**src/rtl/pkt_to_axis_buf.sv**
```systemverilog
// GMII receive bytes packed little-endian into DATA_BYTES-wide AXI-Stream beats,
// buffered in a show-ahead FIFO; frames that cannot fit are truncated or dropped whole.
module pkt_to_axis_buf #(
  parameter int DATA_BYTES = 1,
  parameter int FIFO_DEPTH = 64,
  parameter int CNT_W      = 16
) (
  input  logic                         axis_aclk,
  input  logic                         axis_aresetn,
  input  logic [7:0]                   rx_data,
  input  logic                         rx_dv,
  input  logic                         rx_er,
  output logic [8*DATA_BYTES-1:0]      axis_tdata,
  output logic [DATA_BYTES-1:0]        axis_tkeep,
  output logic                         axis_tuser,
  output logic                         axis_tlast,
  output logic                         axis_tvalid,
  input  logic                         axis_tready,
  output logic [CNT_W-1:0]             frame_cnt,
  output logic [CNT_W-1:0]             err_cnt,
  output logic [CNT_W-1:0]             drop_cnt,
  output logic [$clog2(FIFO_DEPTH):0]  fifo_level
);

  localparam int DW = 8 * DATA_BYTES;
  localparam int AW = $clog2(FIFO_DEPTH);
  localparam int IW = (DATA_BYTES > 1) ? $clog2(DATA_BYTES) : 1;
  localparam int EW = DW + DATA_BYTES + 2;

  typedef enum logic [1:0] {IDLE, RECV, DROP} state_t;

  state_t          state_reg, state_next;
  logic [7:0]      rx_byte_reg;
  logic            dv_reg, er_reg, line_idle_reg;
  logic [IW-1:0]   idx_reg, idx_next, cur_idx;
  logic [DW-1:0]   acc_reg, acc_next, word_acc;
  logic            err_reg, err_next, cur_err;
  logic            first_reg, first_next, cur_first;
  logic            wr_en_reg, wr_en_next;
  logic [EW-1:0]   wr_word_reg, wr_word_next;
  logic [CNT_W-1:0] frame_cnt_reg, err_cnt_reg, drop_cnt_reg;
  logic            frame_inc, err_inc, drop_inc, process, last_byte, word_done;
  logic [DATA_BYTES-1:0] keep_last, byte_sel;
  logic [AW:0]     wptr_reg, rptr_reg, rptr_next, level;
  logic [AW+1:0]   free_words;
  logic            pop, avail;
  logic [EW-1:0]   out_word_reg;
  logic            tvalid_reg;
  logic [EW-1:0]   mem [FIFO_DEPTH];

  // Until rx_dv has been seen low after reset, any registered byte belongs to an abandoned frame.
  always_ff @(posedge axis_aclk or negedge axis_aresetn) begin
    if (!axis_aresetn) begin
      rx_byte_reg   <= '0;
      dv_reg        <= 1'b0;
      er_reg        <= 1'b0;
      line_idle_reg <= 1'b0;
    end else begin
      rx_byte_reg <= rx_data;
      dv_reg      <= rx_dv;
      er_reg      <= rx_er;
      if (!rx_dv) line_idle_reg <= 1'b1;
    end
  end

  generate
    for (genvar gi = 0; gi < DATA_BYTES; gi++) begin : g_lane
      assign byte_sel[gi] = (cur_idx == IW'(gi));
      if (gi == 0) begin : g_first
        assign keep_last[gi] = 1'b1;
      end else begin : g_rest
        assign keep_last[gi] = (IW'(gi) <= cur_idx);
      end
    end
  endgenerate

  assign pop       = tvalid_reg & axis_tready;
  assign level     = wptr_reg - rptr_reg;
  // Space at the edge this word is written: the pending write is not yet in level, a pop this edge frees one.
  assign free_words = (AW+2)'(FIFO_DEPTH) - (AW+2)'(level) - (AW+2)'(wr_en_reg) + (AW+2)'(pop);
  assign last_byte = dv_reg & ~rx_dv;
  assign cur_idx   = (state_reg == IDLE) ? '0 : idx_reg;
  assign cur_err   = ((state_reg == IDLE) ? 1'b0 : err_reg) | er_reg;
  assign cur_first = (state_reg == IDLE) | first_reg;
  assign word_done = (cur_idx == IW'(DATA_BYTES-1)) | last_byte;

  always_comb begin
    word_acc = (cur_idx == '0) ? '0 : acc_reg;
    for (int b = 0; b < DATA_BYTES; b++) begin
      if (byte_sel[b]) word_acc[8*b +: 8] = rx_byte_reg;
    end
  end

  always_comb begin
    state_next   = state_reg;
    idx_next     = idx_reg;
    acc_next     = acc_reg;
    err_next     = err_reg;
    first_next   = first_reg;
    wr_en_next   = 1'b0;
    wr_word_next = wr_word_reg;
    frame_inc    = 1'b0;
    err_inc      = 1'b0;
    drop_inc     = 1'b0;
    process      = 1'b0;
    case (state_reg)
      IDLE: begin
        if (dv_reg) begin
          if (!line_idle_reg) begin
            state_next = DROP;
          end else begin
            state_next = RECV;
            process    = 1'b1;
          end
        end
      end
      RECV:    process = dv_reg;
      DROP:    if (!dv_reg) state_next = IDLE;
      default: state_next = IDLE;
    endcase
    if (process) begin
      err_next   = cur_err;
      idx_next   = cur_idx + IW'(1);
      acc_next   = word_acc;
      first_next = cur_first;
      if (word_done) begin
        idx_next   = '0;
        first_next = 1'b0;
        if (cur_first && free_words == '0) begin
          drop_inc   = 1'b1;
          state_next = DROP;
        end else if (!last_byte && free_words == (AW+2)'(1)) begin
          wr_en_next   = 1'b1;
          wr_word_next = {1'b1, 1'b1, {DATA_BYTES{1'b1}}, word_acc};
          drop_inc     = 1'b1;
          state_next   = DROP;
        end else begin
          wr_en_next   = 1'b1;
          wr_word_next = {last_byte & cur_err, last_byte,
                          last_byte ? keep_last : {DATA_BYTES{1'b1}}, word_acc};
          if (last_byte) begin
            state_next = IDLE;
            frame_inc  = 1'b1;
            err_inc    = cur_err;
          end
        end
      end
    end
  end

  always_ff @(posedge axis_aclk or negedge axis_aresetn) begin
    if (!axis_aresetn) begin
      state_reg     <= IDLE;
      idx_reg       <= '0;
      acc_reg       <= '0;
      err_reg       <= 1'b0;
      first_reg     <= 1'b0;
      wr_en_reg     <= 1'b0;
      wr_word_reg   <= '0;
      frame_cnt_reg <= '0;
      err_cnt_reg   <= '0;
      drop_cnt_reg  <= '0;
    end else begin
      state_reg     <= state_next;
      idx_reg       <= idx_next;
      acc_reg       <= acc_next;
      err_reg       <= err_next;
      first_reg     <= first_next;
      wr_en_reg     <= wr_en_next;
      wr_word_reg   <= wr_word_next;
      frame_cnt_reg <= frame_cnt_reg + CNT_W'(frame_inc);
      err_cnt_reg   <= err_cnt_reg + CNT_W'(err_inc);
      drop_cnt_reg  <= drop_cnt_reg + CNT_W'(drop_inc);
    end
  end

  always_ff @(posedge axis_aclk) begin
    if (wr_en_reg) mem[wptr_reg[AW-1:0]] <= wr_word_reg;
  end

  // The head entry stays counted in level until it is accepted downstream.
  assign rptr_next = rptr_reg + (AW+1)'(pop);
  assign avail     = (wptr_reg != rptr_next);

  always_ff @(posedge axis_aclk or negedge axis_aresetn) begin
    if (!axis_aresetn) begin
      wptr_reg     <= '0;
      rptr_reg     <= '0;
      tvalid_reg   <= 1'b0;
      out_word_reg <= '0;
    end else begin
      if (wr_en_reg) wptr_reg <= wptr_reg + (AW+1)'(1);
      rptr_reg <= rptr_next;
      if (!tvalid_reg || pop) begin
        tvalid_reg <= avail;
        if (avail) out_word_reg <= mem[rptr_next[AW-1:0]];
      end
    end
  end

  assign {axis_tuser, axis_tlast, axis_tkeep, axis_tdata} = out_word_reg;
  assign axis_tvalid = tvalid_reg;
  assign fifo_level  = level;
  assign frame_cnt   = frame_cnt_reg;
  assign err_cnt     = err_cnt_reg;
  assign drop_cnt    = drop_cnt_reg;

endmodule

```
**config.mk**
```make
export PLATFORM = sky130hd
export DESIGN_NAME = pkt_to_axis_buf
export DESIGN_NICKNAME = d
export VERILOG_FILES = /design/src/rtl/pkt_to_axis_buf.sv
export SDC_FILE = /design/constraint.sdc
export NUM_CORES = 1
export LEC_CHECK = 0
export BUFFER_PORTS_ARGS = -buffer_cell sky130_fd_sc_hd__buf_2
export CAP_MARGIN = 20
export CORE_MARGIN = 3
export CORE_UTILIZATION = 40
export CTS_CLUSTER_SIZE = 28
export DETAILED_ROUTE_END_ITERATION = 16
export GPL_TIMING_DRIVEN = 0
export PLACE_DENSITY_LB_ADDON = 0.08
export SYNTH_ARGS = -nofsm -noshare
export SYNTH_HDL_FRONTEND = slang
export SYNTH_SLANG_ARGS = --single-unit
```
**constraint.sdc**
```tcl
create_clock -name axis_aclk -period 6.8 [get_ports axis_aclk]
set_input_delay 0 -clock axis_aclk [delete_from_list [all_inputs] [get_ports axis_aclk]]
set_output_delay 0 -clock axis_aclk [all_outputs]
set_load 0.05 [all_outputs]
```
# Word level (Yosys, flattened, before mapping)
# Memory sizes are Yosys's and may differ from the RTL's. A register that Yosys moved wholly into a read port is not among the register bits.
# Index checks and enable logic that the tools add are counted.
# totals
reg_bits	99
mem_bits_rw	704
input_bits	13
out_inout_bits	67
word_cells	88
mem_count	1
# memory_table
memory	words	word_bits	read_ports	rd_ports_with_merged_regs	wr	line_no	rtl
mem	64	11	1	1	1	49	logic [EW-1:0] mem [FIFO_DEPTH];
# classes
add_sub_neg	10
n_eq_ne	4
muxes	37
bitwise_logic	9
reduce_logical	10
# op_table
operator	count
adder 16 x 1 -> 16 bit	3
2-to-1 mux 1 bit	25
2-to-1 mux 2 bit	8
2-to-1 mux 11 bit	1
adder 8 x 1 -> 8 bit	1
== test 8 x 1 -> 1 bit, second input constant	1
logical NOT 8 bit	1
2-to-1 mux 8 bit	1
subtractor 7 x 7 -> 8 bit, first input constant	1
subtractor 8 x 1 -> 8 bit	1
adder 7 x 1 -> 7 bit	1
adder 7 x 1 -> 7 bit, second input constant	1
!= test 7 bit	1
subtractor 7 bit	1
case mux 2 bit (3 select lines)	1
AND 1 bit	3
logical NOT 1 bit	3
inverter 1 bit	3
bitwise OR 1 bit	3
AND reduction 3 bit	1
== test 2 x 1 -> 1 bit, second input constant	1
== test 2 bit, second input constant	1
logical AND 1 bit	2
logical NOT 2 bit	1
4 further kinds	4

# Depth between registers and ports, before layout
# Gate-level depths: netlist (run 1).
# depth
depth_word	11
ltp_mapped	23
ltp_nobuf	22

# Least setup slack after synthesis (run 1)
# OpenSTA, ideal clock, no wires.
# synth_path
path_kind	reg-to-reg
start	register wptr_reg[0]
end	register frame_cnt_reg[14], in the netlist frame_cnt[14]
t_arrival_ns	4.928
slack_ns	1.790
stages_incl_launch_ff	23
path_buffers	1
path_cell_list	dfrtp_1 > clkbuf_1 > inv_1 > ha_1 > inv_1 > fa_1 > a21o_1 > a21o_1 > xor2_1 > ha_1 > o211ai_1 > a21oi_1 > mux2i_1 > mux2i_4 > nand3_1 > nor3b_1 > ha_1 > ha_1 > and3_1 > nand3_1 > or2_2 > nor2_1 > xor2_1
# synth_between
elab_chain_len	11
elab_cells_between_ends	13
classes_between	add/sub: 5; eq/ne: 1; mux: 4; reduce/logical: 3
# synth_rtl
item	line_no	rtl
from (decl)	44	logic [AW:0] wptr_reg, rptr_reg, rptr_next, level;
from (signal assigned)	192	if (wr_en_reg) wptr_reg <= wptr_reg + (AW+1)'(1);
subtractor 7 bit (*)	78	assign level = wptr_reg - rptr_reg;
net fifo_level[4]	22	output logic [$clog2(FIFO_DEPTH):0] fifo_level
subtractor 7 x 7 -> 8 bit (*)	80	assign free_words = (AW+2)'(FIFO_DEPTH) - (AW+2)'(level) - (AW+2)'(wr_en_reg) + (AW+2)'(pop);
subtractor 8 x 1 -> 8 bit (*)	80	
adder 8 x 1 -> 8 bit (*)	80	
== test 8 x 1 -> 1 bit	132	end else if (!last_byte && free_words == (AW+2)'(1)) begin
logical AND 1 bit	132	
2-to-1 mux 1 bit	132	
2-to-1 mux 1 bit (*)	129	if (cur_first && free_words == '0) begin
2-to-1 mux 1 bit (*)	126	if (word_done) begin
2-to-1 mux 1 bit (*)	121	if (process) begin
adder 16 x 1 -> 16 bit (*)	171	frame_cnt_reg <= frame_cnt_reg + CNT_W'(frame_inc);
to (signal assigned)	171	
to (decl)	41	logic [CNT_W-1:0] frame_cnt_reg, err_cnt_reg, drop_cnt_reg;
# Mark *: on every way through the listed nets, which the timed path passes. The rest lies on a longest branch.
# A chain may end at the register's enable or synchronous reset.

# Worst setup path in the final report (run 1)
# layout_path
start	register tvalid_reg, in the netlist axis_tvalid
end	register out_word_reg[6] (read register of mem)
# layout_between
elab_chain_len	4
elab_cells_between_ends	6
classes_between	add/sub: 1; eq/ne: 1; bitwise: 1; reduce/logical: 3
# layout_rtl
item	line_no	rtl
from (decl)	48	logic tvalid_reg;
from (signal assigned)	195	tvalid_reg <= avail;
AND 1 bit (*)	77	assign pop = tvalid_reg & axis_tready;
adder 7 x 1 -> 7 bit (*)	182	assign rptr_next = rptr_reg + (AW+1)'(pop);
net rptr_next[1]	44	
!= test 7 bit	183	assign avail = (wptr_reg != rptr_next);
AND reduction 2 bit (no line)	--	
to (decl)	47	logic [EW-1:0] out_word_reg;
# Marks and branches as above.

==> run summary, run 1 <==
first-pass GRT wire length: 116000 µm
critical path arrival: 5.88 ns
Via Count: 15900
# resized after CTS: 0
Syn Inst Count: 1538
Critical Path Start Type: flip-flop
Routed WL: 79400 µm
Worst Setup End Kind: flip-flop
post-route cell area: 37700 µm²
area grow syn2layout: 17.3%
final setup vio count: 0
Async SR Flop Fraction: 13.5%
maximum vdd drop: 0.000629 V
Post-synth top cells: 704 x edfxtp_1, 220 x mux4_2, 110 x dfrtp_1, 90 x nor2_1, 43 x nand2_1
CP required: 7.30 ns
Slew Viols, Final: 0
num ports: 80
worst-path fanout max: 10
H-tree levels: 3
largest net degree at the start of global routing: 92
Port Buf Inserts: 79
leakage: 0.0129 µW
Chip Height: 289 µm
GRT Overall Usage: 19.5%
max frequency: 0.186 GHz
RSZ-0062 raised after global routing: no
Core ar.: 79300 µm²
min-delay worst type: input pin to flip-flop
Slew headroom: 26.7%
largest cells by area after synthesis: edfxtp_1 66%, mux4_2 15%, dfrtp_1 8.6%
TNS Setup: 0 ns
Clk pin slew, worst setup/hold paths: 0.07 ns
nets: 1836
Power Dens Cells: 481 nW/µm²
Overflow after GRT: 0
cts bufs inserted: 88
cell row count: 103
number of global-route vias before repair: 16500
Yosys cell types: 52
Die X: 289 µm
number of flops mapped to enable cells by yosys: 704
worst skew pair latency: 0.63 ns
Yosys top cell by area: edfxtp_1
Initial Utilization: 40.5%
Post-Syn Nets: 1575
clk buf depth: 3
Worst Skew: 0.0167 ns
Final Cycle Share: 79.1%
Yosys reg bits: 814
Yosys Warn Count: 0
number of antenna violations at the first check in global routing: 0
Final Non-Filler Cells: 2917
most frequent cell after synthesis: edfxtp_1
Avg Inst Size Synth: 20.9 µm²
CTS Sinks: 814
Detail Route Antenna Nets: 0
run status: complete, no violations
DRC errors left: 0
Final Power: 18100 µW
DR pass1 iterations: 5
max-cap violations: 0
share of cells above drive strength 1: 31.1%
Netlist Area Pre-Place: 32100 µm²
Die Area: 83700 µm²
worst setup path class: flip-flop to flip-flop
minimum clock period: 5.38 ns
Post-DP HPWL: 53800 µm
Post-Place Cell Area: 34600 µm²
DR iter-0 viols: 1465
prevailing post-synth register cell: edfxtp_1
DR vias/cell: 5.46
max FFs per register: 704
Final Util: 47.5%
CTS tree: built
Slew @ Worst Pin: 1.10 ns
GPL Wtd Cong: 0.889
placed cell count: 2735
register area share after synthesis: 74.4%
CTS Root Cell: clkbuf_16
Final Hold Viols: 0
routed len/inst: 27.2 µm
top cell type's share of synthesized area: 65.8%
n_diodes: 0
[logic make-up (layout without fill, tap and decap cells)]
logic type	count (synthesis)	count (layout)	share of synthesized area, %
AO/OA/AOI/OAI	64	64	1.40
flip-flops	814	814	74.4
AND/OR/NAND/NOR	220	220	3.18
multiplexers	260	260	16.9
adder cells (fa/ha/maj)	24	24	0.982
buffers and inverters	92	421	1.35
XOR/XNOR	64	64	1.83
[critical path, cell delays in order (launching register included)]
cell and delay (ns):
dfrtp_1 0.42, nand2_1 0.15, inv_1 0.06, ha_1 0.22, ha_1 0.31, clkbuf_1 0.39, clkbuf_1 0.79, clkbuf_1 0.69
mux4_2 0.44, mux4_2 0.49, a22oi_1 0.62, nand2_1 0.30, mux2_2 0.33
[metal layers]
layer,track usage [%],wire length (µm),up-vias
met5,0,0,-
met4,4.54,1400,0
met3,3.97,4400,89
met2,31.9,38900,412
met1,27.0,34700,8624
li1,-,-,6793
[layout by cell type, fill, tap and decap left out, drive strengths merged, types with 2 or more instances in the layout]
cell type    netlist  layout
dfrtp            110     110
a21o               3       3
ha                22      22
nor3b              3       3
o21ai             10      10
and2               7       7
xnor2             42      42
a211o              2       2
or2                5       5
o311ai             4       4
mux2i              4       4
clkbuf            36     144
fa                 2       2
dlygate4sd3        0      20
nor2b              9       9
inv               27      31
a22oi             22      22
nor2              90      90
o211ai             2       2
nand4             15      15
nor4b              2       2
mux2              36      36
bufinv             0       6
clkinvlp           0       2
nand3             22      22
clkinv             0      38
and3               8       8
a21oi             10      10
nand2b             9       9
a31oi              3       3
buf               29     180
edfxtp           704     704
xor2              22      22
nand2             43      43
mux4             220     220
nor3               4       4
[worst paths after layout]
| path | startpoint | to | slack [ns] | cells after the start |
|---|---|---|---|---|
| setup / recovery | axis_tvalid | out_word_reg[6] | 1.42 | 12 |
| hold / removal | rx_data[6] | rx_byte_reg[6] | 0.04 | 2 |
| setup reg to reg | axis_tvalid | out_word_reg[6] | 1.42 | 12 |
| hold reg to reg | frame_cnt[15] | frame_cnt[15] | 0.46 | 1 |
| max in group asynchronous | axis_aresetn | wr_word_reg[5] | 5.04 | 4 |
| min in group asynchronous | axis_aresetn | err_cnt[6] | 0.51 | 4 |
[stage by stage]
stage	worst slack [ns]	hold slack (ns)
4_1_cts	1.50	0.00650
3_3_place_gp	1.58	0.110
5_1_grt	1.18	0.0214
3_5_place_dp	1.56	-0.143
6_report	1.42	0.0400
2_1_floorplan	1.79	-0.296
[area by class of cell]
type | count | area [µm²]
multi-input cells | 632 | 7800
flip-flops and latches | 814 | 23900
plain buffers | 65 | 332
clock buffers | 108 | 2360
well taps | 1050 | 1310
fillers | 6616 | 41600
inverters | 27 | 101
repair buffers | 171 | 1410
clock inverters | 50 | 438
[repair_timing]
item                                   in CTS  in global routing
buffers inserted                            0                  0
hold buffers                               20                  0
endpoints found under the hold margin     132                  0
[report_power, final]
group	internal, µW	leakage, µW	switching [µW]	total (µW)
Sequential	6090	0.00781	317	6410
Clock	2700	0.00137	1940	4630
Combinational	2810	0.00370	4270	7080
Total	11600	0.0129	6530	18100
Power figures use the tool's default switching activity.
==> run 2: changes to the inputs <==
- ABC_AREA: not set -> 1
- clock period: 6.8 -> 5.57 ns (I/O delays scaled with it)
==> run 2 against run 1 <==
  * Hold slack lost 0.0051 ns
  * Cell area rose by 1.6%
  * Area after synthesis up 1.7%
  * Flip-flop and latch count did not move
  * Total power increased by 33%
  * Clock power grew 30%
  * Clock skew is 0.016 ns higher
  * Die area rose by 1.7%
  * Synthesized cell count is 65% higher
  * Critical path type unchanged
  * Highest routed layer is now met5
==> run summary, run 2 <==
Post-synth top cells: 704 x edfxtp_1, 450 x nor2_1, 382 x o21ai_0, 153 x nand2_1, 150 x nand3_1
GRT Overall Usage: 23.8%
Fill cells: 7321
first-pass GRT wire length: 148000 µm
Port Buf Inserts: 79
Avg Inst Size Synth: 12.9 µm²
Final Cycle Share: 90.4%
worst-path fanout max: 8
Post-Place Cell Area: 34900 µm²
RSZ-0062 raised after global routing: no
Post-DP HPWL: 70400 µm
Syn Inst Count: 2542
CTS Root Cell: clkbuf_16
Worst Skew: 0.0330 ns
minimum clock period: 5.03 ns
cts bufs inserted: 90
area grow syn2layout: 17.1%
most frequent cell after synthesis: edfxtp_1
Sw Share: 44.2%
cell row count: 104
Core ar.: 80700 µm²
Combinational Power Share: 43.1%
Overflow after GRT: 0
Yosys Warn Count: 0
Die Area: 85100 µm²
final setup vio count: 0
largest cells by area after synthesis: edfxtp_1 65%, dfrtp_1 8.4%, o21ai_0 5.9%
worst skew pair latency: 0.64 ns
P_int: 13500 µW
Chip Height: 292 µm
clk buf depth: 3
Critical Path Start Type: flip-flop
Via Count: 22200
Post-Syn Nets: 2579
run status: complete, no violations
number of antenna violations at the first check in global routing: 2
Power Dens Cells: 631 nW/µm²
Yosys reg bits: 814
hold_ws: 0.0349 ns
number of flops mapped to enable cells by yosys: 704
most frequent cells in the layout: 704 x edfxtp_1, 449 x nor2_1, 382 x o21ai_0, 153 x nand2_1, 150 x nand3_1
Final Power: 24200 µW
Die X: 292 µm
prevailing post-synth register cell: edfxtp_1
largest net degree at the start of global routing: 91
Final Util: 47.4%
CTS tree: built
Yosys top cell by area: edfxtp_1
min-delay worst type: input pin to flip-flop
GPL Wtd Cong: 0.890
max frequency: 0.199 GHz
Slew @ Worst Pin: 1.24 ns
critical path arrival: 5.54 ns
worst setup path class: flip-flop to flip-flop
max-cap violations: 0
max FFs per register: 704
DR pass1 iterations: 6
Slew Viols, Final: 0
Slew headroom: 17.0%
Netlist Area Pre-Place: 32700 µm²
Final Hold Viols: 0
H-tree levels: 3
Routed WL: 102000 µm
num ports: 80
Async SR Flop Fraction: 13.5%
register area share after synthesis: 73.1%
reg2reg setup slack: 0.54 ns
share of cells above drive strength 1: 12.3%
Detail Route Antenna Nets: 0
n_diodes: 0
clock power share: 25.0%
Clk pin slew, worst setup/hold paths: 0.06 ns
maximum vdd drop: 0.000369 V
Worst Setup End Kind: flip-flop
number of global-route vias before repair: 21600
Yosys cell types: 38
commonest non-fill, non-tap cell in the layout: edfxtp_1
Initial Utilization: 40.5%
CP required: 6.07 ns
leakage: 0.0133 µW
nets: 2822
routed len/inst: 26.1 µm
register share of total power: 31.9%
CTS Sinks: 814
top cell type's share of synthesized area: 64.7%
DR vias/cell: 5.66
post-route cell area: 38300 µm²
DRC errors left: 0
DR iter-0 viols: 2221
net switching power: 10700 µW
[run 2: through the flow]
stage | instances | worst slack (ns) | TNS (ns)
6_report | 3919 | 0.536 | 0
3_3_place_gp | 3681 | 0.115 | 0
2_1_floorplan | 2542 | 0.351 | 0
3_5_place_dp | 3715 | -0.0595 | -0.0595
4_1_cts | 3903 | 0.0735 | 0
5_1_grt | 3919 | 0.115 | 0
[run 2: power groups by stage]
stage | clock network, µW | registers (µW) | logic (µW)
3_3_place_gp | 0 | 7990 | 9960
6_report | 6030 | 7710 | 10400
4_1_cts | 6120 | 7720 | 10300
2_1_floorplan | 0 | 8000 | 5730
5_1_grt | 6380 | 7760 | 11200
3_5_place_dp | 0 | 7840 | 10200
[run 2: kinds of logic (layout without fill, tap and decap cells)]
| group | count (synthesis) | after routing | synth area share, % |
|---|---|---|---|
| XOR/XNOR | 51 | 51 | 1.39 |
| buffers and inverters | 242 | 559 | 2.97 |
| adder cells (fa/ha/maj) | 24 | 24 | 0.965 |
| AND/OR/NAND/NOR | 794 | 794 | 10.0 |
| AO/OA/AOI/OAI | 617 | 617 | 11.5 |
| flip-flops | 814 | 814 | 73.1 |
[run 2: routing by layer]
layer	routed length [µm]	global-route usage (%)	share of wire (%)	vias up
li1	-	-	-	9912
met1	44700	33.9	44	11200
met2	46600	37.5	46	909
met3	7820	3.92	7.7	168
met4	2980	7.41	2.9	2
met5	12	0	0.012	-
[run 2: critical path, cell delays in order, from the launching register on]
cell	delay, ns
dfrtp_1	0.37
buf_2	0.19
clkinvlp_4	0.11
ha_1	0.16
inv_1	0.07
fa_1	0.40
nand2_1	0.08
nand2_1	0.07
nand2_1	0.10
xnor2_2	0.15
ha_1	0.32
a21oi_1	0.21
o21ai_0	0.16
xor2_1	0.18
nor3_1	0.21
nand4_2	0.22
nand2_1	0.12
nand2_1	0.14
inv_1	0.10
ha_1	0.24
ha_1	0.22
nand3_1	0.14
nor3b_2	0.24
nand3_1	0.19
nor3_4	0.23
nand4_1	0.14
xnor2_1	0.15
[run 2: final timing paths]
check,from,end,cells past startpoint
max in group asynchronous,axis_aresetn,drop_cnt[14],4
worst max-delay path,wptr_reg[0],drop_cnt[14],26
worst min register to register,frame_cnt[15],frame_cnt[15],1
worst min-delay path,rx_data[0],rx_byte_reg[0],2
min in group asynchronous,axis_aresetn,err_cnt[10],4
worst max register to register,wptr_reg[0],drop_cnt[14],26
[run 2: what timing repair did]
| item | CTS | global route |
|---|---|---|
| cloned | 0 | 0 |
| hold endpoints to repair | 138 | 0 |
| setup buffers | 0 | 1 |
| endpoints found under the setup margin | 2 | 7 |
| hold buffers | 22 | 0 |
| gates resized for setup | 1 | 5 |
[run 2: final cells by class]
class	count	area [µm²]	area share [%]
sequential	814	23900	62.5
multi-input combinational	1486	7870	20.6
clock buffer	119	2530	6.60
tap	1060	1330	3.47
timing repair buffer	151	1170	3.07
buffer	159	659	1.72
clock inverter	47	478	1.25
inverter	83	315	0.824
